--- src/rtl/vga_pkg.sv ---
// Shared VGA timing defaults, pixel layout and colour-bar table for the scan controller.
package vga_pkg;

  localparam int DEF_H_VIS  = 640;
  localparam int DEF_H_FP   = 16;
  localparam int DEF_H_SYNC = 96;
  localparam int DEF_H_BP   = 48;
  localparam int DEF_V_VIS  = 480;
  localparam int DEF_V_FP   = 10;
  localparam int DEF_V_SYNC = 2;
  localparam int DEF_V_BP   = 33;

  localparam int DEF_H_TOTAL = DEF_H_VIS + DEF_H_FP + DEF_H_SYNC + DEF_H_BP;
  localparam int DEF_V_TOTAL = DEF_V_VIS + DEF_V_FP + DEF_V_SYNC + DEF_V_BP;

  // Pixel word is {B[3:0], G[3:0], R[3:0]}
  typedef logic [11:0] pixel_t;
  localparam int PIX_R = 0;
  localparam int PIX_G = 4;
  localparam int PIX_B = 8;

  localparam int BAR_W = 80;
  localparam pixel_t BAR_COLOURS [0:7] = '{
    12'hfff, 12'hff0, 12'hf0f, 12'hf00, 12'h0ff, 12'h0f0, 12'h00f, 12'h000
  };

  function automatic pixel_t bar_colour(input logic [9:0] h);
    logic [9:0] idx;
    idx = h / 10'(BAR_W);
    return (idx < 10'd8) ? BAR_COLOURS[idx[2:0]] : 12'h000;
  endfunction

endpackage

--- src/rtl/vga_delay_line.sv ---
// Fixed-depth shift register with asynchronous active-low reset to a per-bit value.
module vga_delay_line #(
  parameter int WIDTH = 1,
  parameter int DEPTH = 1,
  parameter logic [WIDTH-1:0] RST_VAL = '0
) (
  input  logic             clk,
  input  logic             rst_n,
  input  logic [WIDTH-1:0] d,
  output logic [WIDTH-1:0] q
);

  logic [WIDTH-1:0] stage [DEPTH];

  always_ff @(posedge clk or negedge rst_n) begin
    if (!rst_n) begin
      for (int i = 0; i < DEPTH; i++) stage[i] <= RST_VAL;
    end else begin
      stage[0] <= d;
      for (int i = 1; i < DEPTH; i++) stage[i] <= stage[i-1];
    end
  end

  assign q = stage[DEPTH-1];

endmodule

--- src/rtl/vga_scan_ctrl.sv ---
// VGA raster generator and pixel sink aligned to the page pipeline latency.
// Optional build macro VGA_TEST_PATTERN_EN adds test_en and an eight-bar colour pattern.
module vga_scan_ctrl
  import vga_pkg::*;
#(
  parameter int H_VIS   = DEF_H_VIS,
  parameter int H_FP    = DEF_H_FP,
  parameter int H_SYNC  = DEF_H_SYNC,
  parameter int H_BP    = DEF_H_BP,
  parameter int V_VIS   = DEF_V_VIS,
  parameter int V_FP    = DEF_V_FP,
  parameter int V_SYNC  = DEF_V_SYNC,
  parameter int V_BP    = DEF_V_BP,
  parameter int PIX_LAT = 1
) (
  input  logic        vga_clk,
  input  logic        vga_rst_n,
  output logic [9:0]  x_pos,
  output logic [9:0]  y_pos,
  input  pixel_t      pixel_data,
`ifdef VGA_TEST_PATTERN_EN
  input  logic        test_en,
`endif
  output logic        vblank_tick,
  output logic [3:0]  vga_r,
  output logic [3:0]  vga_g,
  output logic [3:0]  vga_b,
  output logic        vga_hs,
  output logic        vga_vs
);

  localparam int H_TOTAL = H_VIS + H_FP + H_SYNC + H_BP;
  localparam int V_TOTAL = V_VIS + V_FP + V_SYNC + V_BP;

  localparam logic [9:0]  H_LAST  = 10'(H_TOTAL - 1);
  localparam logic [9:0]  V_LAST  = 10'(V_TOTAL - 1);
  localparam logic [9:0]  V_START = 10'(V_VIS);
  // 11-bit bounds so a 1024-wide total cannot alias the sync end to zero
  localparam logic [10:0] H_VIS_E = 11'(H_VIS);
  localparam logic [10:0] HS_BEG  = 11'(H_VIS + H_FP);
  localparam logic [10:0] HS_END  = 11'(H_VIS + H_FP + H_SYNC);
  localparam logic [10:0] V_VIS_E = 11'(V_VIS);
  localparam logic [10:0] VS_BEG  = 11'(V_VIS + V_FP);
  localparam logic [10:0] VS_END  = 11'(V_VIS + V_FP + V_SYNC);

  if (H_TOTAL > 1024 || V_TOTAL > 1024) begin : g_total_chk
    $error("vga_scan_ctrl: H_TOTAL and V_TOTAL must not exceed 1024");
  end
  if (PIX_LAT < 1 || PIX_LAT > 4) begin : g_lat_chk
    $error("vga_scan_ctrl: PIX_LAT must be in 1..4");
  end

  logic [9:0] h_cnt, v_cnt;

  always_ff @(posedge vga_clk or negedge vga_rst_n) begin
    if (!vga_rst_n) begin
      h_cnt <= '0;
      v_cnt <= '0;
    end else if (h_cnt == H_LAST) begin
      h_cnt <= '0;
      v_cnt <= (v_cnt == V_LAST) ? 10'd0 : v_cnt + 10'd1;
    end else begin
      h_cnt <= h_cnt + 10'd1;
    end
  end

  assign x_pos = h_cnt;
  assign y_pos = v_cnt;

  // Stage 0: raster decode straight from the counters
  logic video_on, hs_n, vs_n;
  logic [10:0] h_ext, v_ext;

  always_comb begin
    h_ext    = {1'b0, h_cnt};
    v_ext    = {1'b0, v_cnt};
    video_on = (h_ext < H_VIS_E) && (v_ext < V_VIS_E);
    hs_n     = !((h_ext >= HS_BEG) && (h_ext < HS_END));
    vs_n     = !((v_ext >= VS_BEG) && (v_ext < VS_END));
  end

  // Stages 1..PIX_LAT: hold control back until the page's pixel arrives
  logic video_on_d, hs_n_d, vs_n_d;

  vga_delay_line #(
    .WIDTH   (3),
    .DEPTH   (PIX_LAT),
    .RST_VAL (3'b011)
  ) u_ctrl_dly (
    .clk   (vga_clk),
    .rst_n (vga_rst_n),
    .d     ({video_on, hs_n, vs_n}),
    .q     ({video_on_d, hs_n_d, vs_n_d})
  );

  pixel_t pix_sel;

`ifdef VGA_TEST_PATTERN_EN
  logic [9:0] h_cnt_d;

  vga_delay_line #(
    .WIDTH   (10),
    .DEPTH   (PIX_LAT),
    .RST_VAL (10'd0)
  ) u_hpos_dly (
    .clk   (vga_clk),
    .rst_n (vga_rst_n),
    .d     (h_cnt),
    .q     (h_cnt_d)
  );

  always_comb begin
    pix_sel = pixel_data;
    if (test_en) pix_sel = bar_colour(h_cnt_d);
  end
`else
  always_comb begin
    pix_sel = pixel_data;
  end
`endif

  // Output stage: pins register; blanking forces black regardless of page colour
  always_ff @(posedge vga_clk or negedge vga_rst_n) begin
    if (!vga_rst_n) begin
      vga_r       <= '0;
      vga_g       <= '0;
      vga_b       <= '0;
      vga_hs      <= 1'b1;
      vga_vs      <= 1'b1;
      vblank_tick <= 1'b0;
    end else begin
      vga_hs      <= hs_n_d;
      vga_vs      <= vs_n_d;
      vblank_tick <= (h_cnt == 10'd0) && (v_cnt == V_START);
      if (video_on_d) begin
        vga_r <= pix_sel[PIX_R +: 4];
        vga_g <= pix_sel[PIX_G +: 4];
        vga_b <= pix_sel[PIX_B +: 4];
      end else begin
        vga_r <= '0;
        vga_g <= '0;
        vga_b <= '0;
      end
    end
  end

endmodule

--- config.mk ---
export PLATFORM = sky130hd
export DESIGN_NAME = vga_scan_ctrl
export DESIGN_NICKNAME = d
export VERILOG_FILES = /design/src/rtl/vga_pkg.sv /design/src/rtl/vga_delay_line.sv /design/src/rtl/vga_scan_ctrl.sv
export SDC_FILE = /design/constraint.sdc
export NUM_CORES = 1
export LEC_CHECK = 0
export ABC_CLOCK_PERIOD_IN_PS = 1960
export CORE_MARGIN = 4
export CORE_UTILIZATION = 40
export DETAILED_ROUTE_END_ITERATION = 12
export PLACE_DENSITY = 0.73
export SYNTH_ARGS = -nofsm -noshare
export SYNTH_HDL_FRONTEND = slang
export SYNTH_HIERARCHICAL = 1
export SYNTH_SLANG_ARGS = --single-unit
--- constraint.sdc ---
create_clock -name vga_clk -period 1.96 [get_ports vga_clk]
set_input_delay 0.294 -clock vga_clk [delete_from_list [all_inputs] [get_ports vga_clk]]
set_output_delay 0.294 -clock vga_clk [all_outputs]
set_load 0.01 [all_outputs]
After elaboration in Yosys (flattened, before gate mapping)
Cells that the tools add are included.
{ "totals": {"out_inout_bits": 35, "elab_cells": 32, "regBits": 38, "input_bits": 14} }
{ "op_classes": {"mux": 5, "addsub": 2, "n_lt_le_gt_ge": 6, "n_eq_ne": 3, "n_reduce_logical": 7} }
{ "op_table": {"columns": ["cell", "n"], "rows": [
  ["10-bit by 1-bit adder with 10-bit output, second input constant", 2],
  ["10-bit == test, second input constant", 2],
  ["10-bit < comparator, second input constant", 2],
  ["10-bit by 9-bit < comparator with 1-bit output, second input constant", 2],
  ["10-bit 2-to-1 mux", 2],
  ["4-bit 2-to-1 mux", 3],
  ["10-bit by 9-bit == test with 1-bit output, second input constant", 1],
  ["10-bit >= comparator, second input constant", 1],
  ["10-bit by 9-bit >= comparator with 1-bit output, second input constant", 1],
  ["10-bit logical NOT", 1],
  ["1-bit logical AND", 4],
  ["1-bit logical NOT", 2]
]} }

Longest topological paths before layout
Gate-level depths: netlist (run 1).
{ "depth": {"ltp_word": 3, "mapped_depth": 6, "mapped_depth_nobuf": 6} }

Cells and area by module
Netlist (run 1), hierarchy kept.
{ "by_module_without_submodules": {"columns": ["mod", "n_inst", "area_per_inst_um2", "seq_area_each_um2", "cells_each"], "rows": [
  ["vga_scan_ctrl", 1, 1524.0, 878.3, 138],
  ["vga_delay_line", 1, 77.6, 77.6, 3]
]} }

Worst setup path after synthesis (run 1)
Ideal clock, no wire load.
{ "synth_timing": {"path_type": "register -> register", "startpoint": "register h_cnt[5] (netlist: x_pos[5])", "endpoint": "register v_cnt[4] (netlist: y_pos[4])", "synth_period_minus_slack_ps": 2019, "arrival_ps": 1942, "setup_slack_ps": -59, "setup_ps": 77, "path_buffers": 1, "required_time_ps": 1883, "stages_incl_launch_ff": 6, "cell_sequence": "dfrtp_1 or4b_4 or3_1 clkbuf_2 or3_1 a21oi_1"} }
{ "synth_between": {"elab_chain_cells": 1} }
{ "synth_rtl": {"columns": ["element", "line", "rtl"], "rows": [
  ["start: declaration", "vga_scan_ctrl.sv:53", "logic [9:0] h_cnt, v_cnt;"],
  ["start signal: assignment", "vga_scan_ctrl.sv:63", "h_cnt <= h_cnt + 10'd1;"],
  ["10-bit == test", "vga_scan_ctrl.sv:59", "end else if (h_cnt == H_LAST) begin"],
  ["end signal: assignment", "vga_scan_ctrl.sv:61", "v_cnt <= (v_cnt == V_LAST) ? 10'd0 : v_cnt + 10'd1;"],
  ["end: declaration", "vga_scan_ctrl.sv:53", null]
]} }
No other way between the ends.
A chain may end at the register's enable or synchronous reset.

Final worst setup path (run 1)
{ "layout_timing": {"startpoint": "register h_cnt[6] (netlist: x_pos[6])", "endpoint": "register v_cnt[4] (netlist: y_pos[4])"} }
Same word-level chain as after synthesis.

==> results.txt, run 1 <==
The sum of routed wire length over all layers came out at 3.65 mm. The pin count of the biggest net entering global routing is 39. The register share of total power is 52.6%. The first TritonRoute pass finished after 4 iterations. The filler cells instantiated in the layout total 299.

The via count of the first global-routing pass came to 1302. The count of cell types in the netlist came out at 30. Post-CTS timing repair inserted 0 buffers for setup.

The full die area came out at 5080 um2. Once detailed placement completed, the half-perimeter wirelength came to 2.65 mm. The chip width came out at 71.3 um. The number of placed instances, taps included came out at 243. The number of ports placed on the die boundary is 49. The TritonCTS clock tree is done.

Of the available clock period, the critical path in the final layout requires 97.2%. For the worst flop-to-flop path, the logic depth is 4. The per-cell routed wire length is 14.5 um. The worst register-to-register path begins at x_pos[6]$_DFF_PN0_. The data arrival time of the worst path came out at 2.12 ns.

The internal power of the cells is 0.00122 W. The core area is 3770 um2. The number of DRC markers in iteration 0 is 52.

The tree is rooted in a clkbuf_8. The residual overflow from global routing is 0. The repair_antennas step left the layout with diodes totalling 0. The path class of the lowest-slack min-delay path is register to register. For this run, the number of Yosys warnings is 6. The worst slew margin relative to its limit came out at 69.2%. After global routing, the most crowded layer is met2. The area of the mapped netlist came out at 1600 um2. Setup violations remaining at the end of the flow were counted as 0.

The wire length of the first global-routing pass came out at 6.14 mm. The met3 global-route usage came out at 5.33%. The final-report hold violation count came out at 0.

The layout overhead on the synthesized area came out at 44.9%. The critical path ends at y_pos[4]$_DFFE_PN0N_. The biggest area contributor in the post-synthesis netlist is dfrtp_1.

The combinational share of power is 5.4%. Once the floorplan was initialized, standard cells occupied 42.5% of the core. The flow ran to the end, and the final reports show no timing, DRC or antenna violations. After synthesis, the largest area contributor takes up 53.1% of total cell area. A synthesized cell averages 11.4 um2. The die span in y came out at 71.3 um. The clock reaches the later pin of the worst-skew pair after 0.29 ns.

The post-route netlist has 13.8% of its cells at a drive strength greater than 1. Leaving out filler cells and counting taps, the final layout contains 251. The count of nets left with antenna violations after detail routing came out at 0. The cell count after synthesis is 141. On the final layout, the worst clock skew is 0.00680 ns. The clock tree synthesis step divided the H-tree into 2 levels. The post-cts gate resize count came out at 0. The hold slack is 0.356 ns.

The type of destination of the critical path is a register. The number of synthesized register bits came out at 38. STA classifies the critical path startpoint as a register.

The number of max-cap violations came out at 0. The total clock buffers created by CTS is 5. The switching power came out at 0.000299 W. In the routed design, unresolved DRC markers number 0.

The post-synthesis net count came out at 159. Across the VDD grid, the largest voltage drop is 364 uV. The vias per cell is 5.07. The final estimated routing congestion in global placement is 0.798. The clock share of power is 42.0%.

The max-slew violation total from the final report came out at 0. The count of input and output buffers came out at 48. The worst setup path is of the register to register kind.

The number of antenna violations at the first check in global routing is 0. The worst register-to-register path has a setup slack of 0.05 ns. The design draws 0.00152 W.

The total number of nets in the final design is 220. The clock edge transition at the registers on the reported setup and hold paths came out at 0.08 ns. In this run the worst path has a maximum fanout of 4. For met1 alone, demand over resource in global routing was 21.0%. The met2 usage is 23.4%.

The leakage dissipation is 0.988 nW. The clock passes through at most 2 buffers. In this run the critical register-to-register path is captured at y_pos[4]$_DFFE_PN0N_. The post-layout utilization of the core is 61.5%. The critical path data required time is 2.17 ns.

For this run, the top clock speed supported by timing is 525 MHz. The count of vias placed by the detailed router is 1273. For the pin with the worst max-slew slack, the measured transition is 0.462 ns. In this run the worst setup path begins at x_pos[6]$_DFF_PN0_.

The switching part of the total came out at 19.7%. By area the synthesized netlist is led by dfrtp_1 53%, dfstp_2 6.6%, and2_1 5.1%. For this run, the total global-route usage over all layers was measured as 15.5%.

Row generation in the floorplan step produced 22 rows. In this run the power density over the cells is 655 nW/um2. The number of hold buffers added after CTS was 0. Setup repair after global routing could not meet its margin everywhere. The portion of the post-synthesis area used by sequential elements is 59.7%. The routed design could run at a clock period as short as 1.91 ns. The sink count of the clock tree came out at 38.
[final cells by class]
cell class | instances | area [um2] | area share (%)
repair buffers | 58 | 556 | 23.9
clock inverters | 3 | 40.0 | 1.73
multi-input cells | 93 | 616 | 26.5
well taps | 48 | 60.1 | 2.59
clock buffers | 5 | 68.8 | 2.96
inverters | 6 | 22.5 | 0.970
flip-flops and latches | 38 | 958 | 41.3
[power by group through the flow]
stage	clock network, W	logic [W]	registers (W)
finish	0.000639	0.0000823	0.000800
floorplan	0	0.00000835	0.000822
global route	0.000692	0.0000898	0.000800
CTS	0.000663	0.0000845	0.000799
detailed placement	0	0.0000837	0.000815
global placement	0	0.0000831	0.000814
[kinds of logic (layout without fill, tap and decap cells)]
group	after synthesis	after routing	synth area share (%)
compound gates	13	13	4.53
xor+xnor	11	11	6.02
fa+ha+maj	4	4	3.13
buf+inv	10	72	2.66
flops	38	38	59.7
simple gates	65	65	24.0
[synthesized netlist by cell type]
| master | number |
|---|---|
| dfrtp_1 | 34 |
| nor4bb_1 | 1 |
| or4_1 | 2 |
| o21a_1 | 1 |
| clkbuf_1 | 2 |
| nor2_1 | 7 |
| nand2_1 | 7 |
| nor4_1 | 3 |
| and3_1 | 4 |
| or4b_4 | 1 |
| o21ai_0 | 8 |
| nor4b_1 | 1 |
| inv_1 | 6 |
| o31ai_1 | 1 |
| nor3b_1 | 1 |
| nand4_1 | 8 |
| clkbuf_2 | 1 |
| and2_1 | 13 |
| nand3_1 | 9 |
| nor3_2 | 1 |
| a21oi_1 | 2 |
| a211oi_1 | 1 |
| dfstp_2 | 4 |
| nor3_1 | 2 |
| ha_1 | 4 |
| xor2_1 | 5 |
| and4_1 | 2 |
| or3_1 | 3 |
| xnor2_1 | 6 |
| buf_4 | 1 |
[cells in the final DEF (no fill, tap or decap), types with 2 or more instances in the layout]
master / count
or3_1: 3
nand3_1: 9
ha_1: 4
and3_1: 4
nor2_1: 6
nand4_1: 8
dfrtp_1: 32
and4_1: 2
xor2_1: 5
dfrtp_2: 2
dfstp_2: 4
o21ai_0: 7
and2_1: 13
a21oi_1: 2
nor4_1: 3
clkdlybuf4s50_1: 48
nand2_1: 7
xnor2_1: 6
clkinv_2: 2
buf_4: 10
nor3_1: 2
clkbuf_8: 5
inv_1: 6
[critical path: stages (launching register included)]
cell,delay (ns)
dfrtp_2,0.40
or4b_4,0.56
or3_1,0.38
or3_1,0.36
a21oi_1,0.14
[worst min path at each step]
stage,startpoint,to,slack [ns],depth (start not counted)
floorplan,vga_rst_n,u_ctrl_dly/q[2]$_DFF_PN0_,-0.002,0
global placement,u_ctrl_dly/q[0]$_DFF_PN1_,vga_vs$_DFF_PN1_,0.35,0
detailed placement,u_ctrl_dly/q[1]$_DFF_PN1_,vga_hs$_DFF_PN1_,0.35,0
CTS,u_ctrl_dly/q[1]$_DFF_PN1_,vga_hs$_DFF_PN1_,0.36,0
global route,u_ctrl_dly/q[1]$_DFF_PN1_,vga_hs$_DFF_PN1_,0.36,0
finish,u_ctrl_dly/q[1]$_DFF_PN1_,vga_hs$_DFF_PN1_,0.36,0
[routing by layer]
metal | part of all wire, % | vias to the layer above
li1 | - | 613
met2 | 46 | 60
met3 | 9.2 | 5
met5 | 0 | -
met1 | 44 | 595
met4 | 1.3 | 0
[stage by stage]
stage / cell area (um2) / worst slack [ns] / TNS, ns
6_report: 2320 / 0.0542 / 0
5_1_grt: 2320 / -0.0153 / -0.0243
4_1_cts: 2310 / 0.0127 / 0
3_5_place_dp: 2200 / 0.0306 / 0
3_3_place_gp: 2200 / 0.0602 / 0
2_1_floorplan: 1610 / -0.0104 / -0.0104
[flip-flops by register name, indices dropped and copies added, names as in the netlist]
| register | count |
|---|---|
| vga_r | 4 |
| vga_g | 4 |
| vga_vs | 1 |
| vga_b | 4 |
| vblank_tick | 1 |
| u_ctrl_dly/q | 3 |
| vga_hs | 1 |
| y_pos | 10 |
| x_pos | 10 |
Note: power is estimated with default switching activity, not from simulation.
==> run 2, diff against run 1 <==
Settings changed: MAX_ROUTING_LAYER set to met4.
==> run 2 against run 1 <==
Register-to-register slack about the same; clock-buffer cell count did not move; worst hold slack is the same; highest routed layer unchanged.
==> results.txt, run 2 (synthesis gave the netlist of run 1 again) <==
The run finished with clean final reports. For this run, the total global-route usage over all layers was measured as 16.0%. The core area came out at 3770 um2.

The via count of the first global-routing pass came to 1301. At the worst endpoint, the arrival time is 2.12 ns. The later pin in the worst-skew pair is clocked with a latency of 0.29 ns. The sum of routed wire length over all layers came out at 3.64 mm. The slowest stage of the critical path belongs to the cell or4b_4. TritonCTS built the clock tree. In the post-route analysis, the smallest setup slack over all paths is 0.0551 ns. The count of nets left with antenna violations after detail routing came out at 0.

The row count is 22. The worst hold path cell count came out at 0. The analysis attributes to cell leakage a power of 0.988 nW.

The critical path data required time is 2.17 ns. The first global-routing pass estimated 6.15 mm of wire. The number of antenna violations at the first check in global routing came out at 0. The total number of nets in the final design is 220.

The first detailed-routing pass took 4 iterations. The post-layout minimum cycle time came out at 1.90 ns. The die span in y came out at 71.3 um. The count of vias placed by the detailed router came out at 1271. The number of antenna diodes in the final layout is 0. The chip width is 71.3 um. The worst clock skew is 0.00675 ns. In this design, the stage delay of the slowest critical-path cell is 0.56 ns. Prior to clock tree synthesis, the placed netlist has a worst setup slack of 0.0306 ns. The worst-case IR drop observed on VDD is 364 uV. The switching part of the total is 19.7%.

For this configuration, the core starts out at a cell density of 42.5%. The worst register-to-register path has a depth of 4. The worst slew margin relative to its limit came out at 69.3%. The most common cell after layout, fill and taps aside is clkdlybuf4s50_1.

In the routed design, unresolved DRC markers number 0. The tree is rooted in a clkbuf_8. The final setup violation count came out at 0.

In the final layout, flip-flops and latches occupy 958 um2. The final-report hold violation count came out at 0. The number of fillers in the final layout came out at 299. Of the total power, combinational logic draws 5.4%. The sink count of the clock tree is 38.

The H-tree was split into 2 levels. The clock share of power came out at 42.0%. After clock tree synthesis, the clock-pin slew on the worst setup and hold paths is 0.08 ns. The internal power of the cells is 0.00122 W. The ratio of cells with drive above 1 in the final layout is 13.8%. The vias per cell came out at 5.06. The number of max-cap violations is 0. The measured slew at the worst slew-check pin is 0.460 ns. In this design, the critical path's most frequently occurring cell is or3_1. The register-to-register setup slack came out at 0.06 ns.

The final sum of negative setup slack came out at 0 ns. The tightest min-delay check is of the register to register type. The count of input and output buffers is 48. The signal on the critical path passes through or4b_4 -> or3_1 -> or3_1 -> a21oi_1. The power density over the cells is 655 nW/um2. The per-cell routed wire length is 14.5 um. The fraction of the cycle the final worst path needs is 97.2%. The pin count of the biggest net entering global routing came out at 39. The detailed placer's ending HPWL came out at 2.65 mm.

The kind of critical path is register to register. The number of ports placed on the die boundary came out at 49. The highest fanout seen on the critical path is 4. The total clock buffers created by CTS came out at 5. In the final layout, the multi-input gates occupy 616 um2. The achievable frequency is 525 MHz. The residual overflow from global routing is 0. The max-slew violation total from the final report came out at 0. Setup repair after global routing could not meet its margin everywhere.

Hold timing on the final database bottoms out at a slack of 0.356 ns. The final non-filler cell total came out at 251. The startpoint kind of the worst setup timing path is a register. The number of DRC markers in iteration 0 came out at 52. The library cells used most frequently in the layout, excluding fill and tap cells, are 48 x clkdlybuf4s50_1, 32 x dfrtp_1, 13 x and2_1, 10 x buf_4, 9 x nand3_1. The final estimated routing congestion in global placement is 0.810. The layout overhead on the synthesized area came out at 44.9%. The number of placed instances, taps included is 243.

In this run the power spent charging and discharging nets is 0.000299 W. The register share of total power is 52.6%. The full die area came out at 5080 um2. STA classifies the critical path endpoint as a register.

The longest clock path from root to sink contains 2 buffers.
[run 2: cell counts in the layout (fill, tap and decap cells not counted)]
Identical to the previous run, type by type.
[run 2: power by group through the flow]
| stage | registers, W | logic, W | clock network [W] |
|---|---|---|---|
| 6_report | 0.000800 | 0.0000822 | 0.000639 |
| 2_1_floorplan | 0.000822 | 0.00000835 | 0 |
| 5_1_grt | 0.000800 | 0.0000898 | 0.000692 |
| 3_5_place_dp | 0.000815 | 0.0000837 | 0 |
| 4_1_cts | 0.000799 | 0.0000845 | 0.000663 |
| 3_3_place_gp | 0.000814 | 0.0000831 | 0 |
[run 2: final timing paths]
| path | from | endpoint |
|---|---|---|
| worst max-delay path | x_pos[6]$_DFF_PN0_ | y_pos[4]$_DFFE_PN0N_ |
| worst min-delay path | u_ctrl_dly/q[1]$_DFF_PN1_ | vga_hs$_DFF_PN1_ |
| worst max register to register | x_pos[6]$_DFF_PN0_ | y_pos[4]$_DFFE_PN0N_ |
| worst min register to register | u_ctrl_dly/q[1]$_DFF_PN1_ | vga_hs$_DFF_PN1_ |
| max in group asynchronous | vga_rst_n | x_pos[6]$_DFF_PN0_ |
| min in group asynchronous | vga_rst_n | vga_b[2]$_DFF_PN0_ |
[run 2: critical path, delay by kind of cell (launching register included)]
kind	cells	cell delay (ns)
AOI/OAI and AO/OA	1	0.14
and+or+nand+nor	3	1.30
DFF	1	0.40
[run 2: timing repair]
item	CTS	global route
hold buffers	0	0
gates resized for setup	0	4
endpoints found under the setup margin	0	5
setup buffers	0	0
[run 2: layer usage]
layer,GRT usage (%),share of wire (%)
met4,5.01,1.3
met1,21.2,44
met3,5.05,8.4
met2,23.4,46
met5,-,0
[run 2: cell type report]
type / count / share of cell area [%]
clock buffers: 5 / 2.96
clock inverters: 3 / 1.73
inverters: 6 / 0.970
multi-input cells: 93 / 26.5
flip-flops and latches: 38 / 41.3
well taps: 48 / 2.59
repair buffers: 58 / 23.9
[run 2: through the flow]
step | utilization, % | instance area (um2) | total power [W]
3_3_place_gp | 58.3 | 2200 | 0.000897
2_1_floorplan | - | 1610 | 0.000830
5_1_grt | 61.5 | 2320 | 0.00158
4_1_cts | 61.2 | 2310 | 0.00155
6_report | 61.5 | 2320 | 0.00152
3_5_place_dp | 58.3 | 2200 | 0.000898
